===== src/rtl/matriz_pkg.sv =====
// matriz_pkg: shared definitions for the sequential unary-matrix unit.
//   op_t    : operation codes (oposta, escalar, transposta, copia)
//   state_t : control FSM states
package matriz_pkg;

    typedef enum logic [1:0] {
        OP_OPOSTA     = 2'd0,
        OP_ESCALAR    = 2'd1,
        OP_TRANSPOSTA = 2'd2,
        OP_COPIA      = 2'd3
    } op_t;

    typedef enum logic [1:0] {
        IDLE = 2'd0,
        PROC = 2'd1,
        DONE = 2'd2
    } state_t;

endpackage


===== src/rtl/matriz_elem_op.sv =====
// matriz_elem_op: combinational per-element operation.
//   i_op   : operation (negate, multiply by scalar, pass-through)
//   i_a    : signed source element
//   i_esc  : signed scalar
//   o_res  : W-bit result (wrapped, or saturated with MATRIZ_SAT_EN)
//   o_clip : result was clipped (always 0 unless MATRIZ_SAT_EN is defined)
// Config macro: MATRIZ_SAT_EN enables saturation of negate/multiply.
module matriz_elem_op
    import matriz_pkg::*;
#(
    parameter int unsigned W = 8
) (
    input  op_t                 i_op,
    input  logic signed [W-1:0] i_a,
    input  logic signed [W-1:0] i_esc,
    output logic [W-1:0]        o_res,
    output logic                o_clip
);

`ifdef MATRIZ_SAT_EN
    localparam logic [W-1:0] MAXV = {1'b0, {(W-1){1'b1}}};
    localparam logic [W-1:0] MINV = {1'b1, {(W-1){1'b0}}};

    logic signed [W:0]     w_neg;
    logic signed [2*W-1:0] w_prod;

    // One extra bit is enough to hold -(-2^(W-1)).
    assign w_neg  = -{i_a[W-1], i_a};
    assign w_prod = i_a * i_esc;

    always_comb begin
        o_res  = i_a;
        o_clip = 1'b0;
        case (i_op)
            OP_OPOSTA: begin
                o_res = w_neg[W-1:0];
                if (w_neg[W] != w_neg[W-1]) begin
                    o_clip = 1'b1;
                    o_res  = w_neg[W] ? MINV : MAXV;
                end
            end
            OP_ESCALAR: begin
                o_res = w_prod[W-1:0];
                // Fits in W bits only if the upper W+1 bits are pure sign.
                if ((w_prod[2*W-1:W-1] != '0) && (w_prod[2*W-1:W-1] != '1)) begin
                    o_clip = 1'b1;
                    o_res  = w_prod[2*W-1] ? MINV : MAXV;
                end
            end
            default: ;
        endcase
    end
`else
    logic [W-1:0] w_neg;
    logic [W-1:0] w_prod;

    // Low W bits of the negation / product are the modulo-2^W result.
    assign w_neg  = -i_a;
    assign w_prod = i_a * i_esc;

    always_comb begin
        o_res  = i_a;
        o_clip = 1'b0;
        case (i_op)
            OP_OPOSTA:  o_res = w_neg;
            OP_ESCALAR: o_res = w_prod;
            default: ;
        endcase
    end
`endif

endmodule


===== src/rtl/matriz_unaria_seq.sv =====
// matriz_unaria_seq: sequential unary operation on an N x N signed matrix,
// LANES elements per clock, start/done handshake.
//   clk, rst_n        : clock, asynchronous active-low reset
//   start             : request, sampled when not busy
//   op                : 0 oposta, 1 escalar, 2 transposta, 3 copia
//   escalar           : signed scalar for op 1
//   matrizA           : operand, element (r,c) at [(r*N+c)*W +: W]
//   matriz_resultante : result register, same packing
//   busy / done       : processing / one-cycle completion pulse
//   overflow          : sticky clip flag for the current operation
// Config macro: MATRIZ_SAT_EN (saturation + overflow); otherwise wrap and
// overflow stays 0.
module matriz_unaria_seq
    import matriz_pkg::*;
#(
    parameter int unsigned N     = 5,
    parameter int unsigned W     = 8,
    parameter int unsigned LANES = 1
) (
    input  logic             clk,
    input  logic             rst_n,
    input  logic             start,
    input  logic [1:0]       op,
    input  logic [W-1:0]     escalar,
    input  logic [N*N*W-1:0] matrizA,
    output logic [N*N*W-1:0] matriz_resultante,
    output logic             busy,
    output logic             done,
    output logic             overflow
);

    localparam int unsigned NE = N * N;
    localparam int unsigned IW = $clog2(NE + LANES + 1);

    state_t          r_state;
    logic [IW-1:0]   r_idx;
    logic [NE*W-1:0] r_a;
    logic [NE*W-1:0] r_res;
    op_t             r_op;
    logic [W-1:0]    r_esc;
    logic            r_busy;
    logic            r_done;
    logic            r_ovf;

    logic [LANES-1:0][IW-1:0] w_lane_e;
    logic [LANES-1:0][W-1:0]  w_lane_res;
    logic [LANES-1:0]         w_lane_en;
    logic [LANES-1:0]         w_lane_clip;
    logic                     w_any_clip;
    logic                     w_last;

    for (genvar l = 0; l < LANES; l++) begin : g_lane
        logic [IW-1:0] w_e;
        logic [IW-1:0] w_src;

        assign w_e          = r_idx + IW'(l);
        assign w_lane_e[l]  = w_e;
        assign w_lane_en[l] = (w_e < IW'(NE));

        // Disabled lanes read element 0 so the select stays in range.
        always_comb begin
            w_src = w_e;
            if (!w_lane_en[l]) begin
                w_src = '0;
            end else if (r_op == OP_TRANSPOSTA) begin
                w_src = IW'((32'(w_e) % N) * N + 32'(w_e) / N);
            end
        end

        matriz_elem_op #(.W(W)) u_elem (
            .i_op   (r_op),
            .i_a    (r_a[w_src*W +: W]),
            .i_esc  (r_esc),
            .o_res  (w_lane_res[l]),
            .o_clip (w_lane_clip[l])
        );
    end

    assign w_any_clip = |(w_lane_clip & w_lane_en);
    assign w_last     = ((32'(r_idx) + LANES) >= NE);

    always_ff @(posedge clk or negedge rst_n) begin
        if (!rst_n) begin
            r_state <= IDLE;
            r_idx   <= '0;
            r_a     <= '0;
            r_op    <= OP_OPOSTA;
            r_esc   <= '0;
            r_res   <= '0;
            r_busy  <= 1'b0;
            r_done  <= 1'b0;
            r_ovf   <= 1'b0;
        end else begin
            r_done <= 1'b0;
            case (r_state)
                IDLE, DONE: begin
                    if (start) begin
                        r_a     <= matrizA;
                        r_op    <= op_t'(op);
                        r_esc   <= escalar;
                        r_idx   <= '0;
                        r_ovf   <= 1'b0;
                        r_busy  <= 1'b1;
                        r_state <= PROC;
                    end else begin
                        r_state <= IDLE;
                    end
                end
                PROC: begin
                    for (int unsigned l = 0; l < LANES; l++) begin
                        if (w_lane_en[l]) begin
                            r_res[w_lane_e[l]*W +: W] <= w_lane_res[l];
                        end
                    end
                    r_ovf <= r_ovf | w_any_clip;
                    r_idx <= r_idx + IW'(LANES);
                    if (w_last) begin
                        r_busy  <= 1'b0;
                        r_done  <= 1'b1;
                        r_state <= DONE;
                    end
                end
                default: r_state <= IDLE;
            endcase
        end
    end

    assign matriz_resultante = r_res;
    assign busy              = r_busy;
    assign done              = r_done;
    assign overflow          = r_ovf;

endmodule

===== config.mk =====
export PLATFORM = sky130hd
export DESIGN_NAME = matriz_unaria_seq
export DESIGN_NICKNAME = d
export VERILOG_FILES = /design/src/rtl/matriz_pkg.sv /design/src/rtl/matriz_elem_op.sv /design/src/rtl/matriz_unaria_seq.sv
export SDC_FILE = /design/constraint.sdc
export NUM_CORES = 1
export LEC_CHECK = 0
export ABC_AREA = 1
export CAP_MARGIN = 20
export CORE_MARGIN = 5
export CORE_UTILIZATION = 40
export DETAILED_ROUTE_END_ITERATION = 16
export PLACE_DENSITY = 0.7
export SLEW_MARGIN = 20
export SYNTH_ARGS = -nofsm -noshare
export SYNTH_HDL_FRONTEND = slang
export SYNTH_SLANG_ARGS = --single-unit

===== constraint.sdc =====
create_clock -name clk -period 24.7 [get_ports clk]
set_clock_uncertainty 0.15 [all_clocks]
set_input_delay 4.94 -clock clk [delete_from_list [all_inputs] [get_ports clk]]
set_output_delay 4.94 -clock clk [all_outputs]
set_load 0.02 [all_outputs]

==> run_results.csv <==
group,metric,value,unit
run_status,status,"finished, final reports clean",
worst_setup_path,worst_ep_required_time,25.04,ns
worst_setup_path,critical_path_buf_inv_count,12,
route,routed_wl,65800,um
worst_setup_path,endpoint,"matriz_resultante[63]",
worst_setup_path,r2r-end,"matriz_resultante[63]",
logic_synthesis,syn_area,20500,sq um
cells_and_area,drive_gt1_share,11.4,%
logic_synthesis,syn_nets,2564,
logic_synthesis,synth_warnings,0,
route,drt-pass1-iter-count,5,
worst_setup_path,crit_type,"flop to flop",
worst_setup_path,setup.worst_path.end_class,"flop",
floorplanning,coreArea,51000,sq um
cells_and_area,syn_to_final_growth,30.2,%
worst_setup_path,critPathMaxFanout,26,
clock_network,insertion_delay,0.59,ns
clock_network,cts_inserted_buffers,46,
logic_synthesis,yosys.cell_types.count,45,
global_route,grt_pass1_wl,101000,um
sta,finalCritPeriodShare,45.1,%
clock_network,ctsRootBufferMaster,"clkbuf_16",
placement,hpwl,48200,um
global_route,track_usage,22.8,%
logic_synthesis,synth_top_area_share,51.2,%
worst_setup_path,max_stage_delay,0.70,ns
route,num_vias,17700,
floorplanning,die_area,55800,sq um
sta,hold_viol,0,
clock_network,cts_tree,"done",
clock_network,clock_sinks,419,
worst_setup_path,crit_top_cell,"nand2_1",
floorplanning,fp.dieH,236,um
clock_network,cts_resized,0,
sta,rsz0062_at_grt,"no",
job,drv_cap,0,
worst_setup_path,startpoint,"r_idx[3]",
global_route,grt_remaining_overflow,0,
logic_synthesis,synth_edf_count,0,
logic_synthesis,avgSynthCellArea,8.91,sq um
logic_synthesis,synth_top_flop_cell,"dfrtp_1",
logic_synthesis,synth_cells,2298,
min_path,min_path_type,"flop to flop",
cells_and_area,nets,2934,
sta,period_needed,11.14,ns
floorplanning,start_util,40.1,%
route,wl_per_cell,19.4,um
clock_network,h-tree-depth,2,
floorplanning,rows,83,
worst_setup_path,timing.rr.start,"r_idx[3]",
clock_network,clkTransAtPathRegs,0.07,ns
cells_and_area,final_cell_area,26700,sq um
worst_setup_path,crit_family,"adder cells",
route,postRouteAntennaNets,0,
logic_synthesis,synth_seq_cells,419,
placement,dpl_cell_area,25100,sq um
floorplanning,die-width,236,um
global_route,grt_pass1_vias,17900,
worst_setup_path,crit_cells,55,
sta,max_freq,89.8,MHz
worst_setup_path,arrival,11.47,ns
logic_synthesis,yosysTopAreaCell,"dfrtp_1",
clock_network,cts_setup_buffers,0,
route,drtIter0Drc,1377,
placement,placedCellCount,3296,
route,drc,0,
sta,worst_pin_slew,1.11,ns
logic_synthesis,ys_seq_area_share,51.2,%
sta,slew_viol_final,0,
clock_network,cts_buffer_depth,3,
logic_synthesis,netlist_top_cells_area,"dfrtp_1 (51%), mux2_2 (8.2%), nand2_1 (7.2%)",
worst_setup_path,rr_worst_depth,55,
sta,max_slew_margin,26.0,%
global_route,grt_max_degree,175,
placement,finalWeightedCongestion,0.844,
worst_setup_path,crit_path_top_delay_cell,"nor2_2",
sta,setup_violations,0,
placement,port_buffers,414,
cells_and_area,stdcell_count,3385,
worst_setup_path,r2r_setup_slack,13.56,ns
floorplanning,pin_count,416,
worst_setup_path,cp-start-kind,"flop",
clock_network,ctsHoldBuffers,0,
logic_synthesis,synthArstFlopShare,100,%
global_route,antenna_found_initial,20,
route,viasPerCell,5.22,
sta,tns,0,ns
==> routing by layer <==
metal	share of wire, %	track usage [%]	wire length, um
met1	39	27.8	25800
met2	48	38.3	31800
met3	8.4	6.91	5560
met4	3.7	8.24	2440
met5	0.28	0	184
==> worst min-delay path by stage <==
| stage | startpoint | end | slack (ns) | cells past startpoint |
|---|---|---|---|---|
| 2_1_floorplan | r_a[110] | r_a[110] | 0.32 | 1 |
| 3_3_place_gp | matriz_resultante[125] | matriz_resultante[125] | 0.32 | 2 |
| 3_5_place_dp | matriz_resultante[104] | matriz_resultante[104] | 0.33 | 2 |
| 4_1_cts | matriz_resultante[104] | matriz_resultante[104] | 0.35 | 2 |
| 5_1_grt | r_a[187] | r_a[187] | 0.36 | 1 |
| 6_report | matriz_resultante[117] | matriz_resultante[117] | 0.34 | 2 |
==> tightest hold or removal path: stages (launching register included) <==
cell and delay (ns):
dfrtp_1 0.34, nand2_1 0.06, o21ai_0 0.06
==> cell families (layout without fill, tap and decap cells) <==
logic type,Yosys count,count (layout),share of synthesized area (%)
fa+ha+maj,53,53,3.72
mux,154,154,8.44
simple gates,1061,1061,22.4
xor+xnor,13,13,0.556
flops,419,419,51.2
other cells,1,7,0.0183
compound gates,281,281,7.32
buf+inv,316,717,6.34
==> per-stage QoR <==
stage / utilization [%] / worst slack (ns) / hold slack [ns]
3_3_place_gp: 49.2 / 13.89 / 0.320
6_report: 52.3 / 13.56 / 0.344
2_1_floorplan: - / 15.24 / 0.320
4_1_cts: 52.1 / 13.60 / 0.345
3_5_place_dp: 49.2 / 13.70 / 0.330
5_1_grt: 52.3 / 12.68 / 0.356
==> area by class of cell <==
class	instances	area [sq um]
sequential	419	10500
multi-input combinational	1563	8750
clock inverter	15	194
fill	4607	24300
inverter	206	773
tap	680	851
clock buffer	64	1290
timing repair buffer	432	4300
antenna	6	15.0
==> registers in the layout, indices dropped and copies added (netlist names) <==
name / count
r_idx: 5
r_state: 2
done: 1
busy: 1
r_a: 200
r_esc: 8
r_op: 2
matriz_resultante: 200
==> synthesized netlist by cell type, drive strengths merged, types with 2 or more instances <==
cell type  instances
dfrtp            419
nand2            407
nor2             356
nand3            249
inv              203
a21oi            197
mux2             149
clkbuf            60
o21ai             58
buf               50
ha                40
nand3b            21
fa                13
nand4             13
nor3              12
o21a              12
xor2              10
mux2i              5
o22ai              5
clkinv             3
xnor2              3
a22oi              2
a31oi              2
o221ai             2
or2                2
==> placed cells by master (no fill, tap or decap), types with 3 or more instances in the layout <==
master | synthesis | layout
dfrtp_1 | 419 | 419
clkdlybuf4s50_1 | 0 | 413
nand2_1 | 392 | 391
nor2_1 | 349 | 342
nand3_1 | 238 | 238
a21oi_1 | 195 | 194
inv_1 | 183 | 183
mux2_2 | 149 | 149
clkbuf_16 | 0 | 46
ha_1 | 40 | 40
o21ai_0 | 33 | 33
o21ai_1 | 22 | 22
nand3b_1 | 21 | 21
inv_2 | 20 | 20
buf_4 | 8 | 16
nand4_1 | 13 | 13
fa_1 | 13 | 13
o21a_1 | 12 | 12
nand2_2 | 11 | 11
nor2_2 | 5 | 11
nor3_1 | 12 | 11
clkbuf_1 | 60 | 11
nand3_2 | 10 | 10
xor2_1 | 10 | 10
clkbuf_8 | 0 | 7
diode_2 | 0 | 6
nand2_4 | 4 | 5
mux2i_1 | 5 | 5
o22ai_1 | 5 | 5
clkinv_2 | 0 | 5
o21ai_2 | 3 | 3
clkinv_1 | 3 | 3
xnor2_1 | 3 | 3
bufinv_16 | 0 | 3
Power is not shown: default switching activity piles up to over one toggle a cycle in this logic, so the estimate is an artifact.
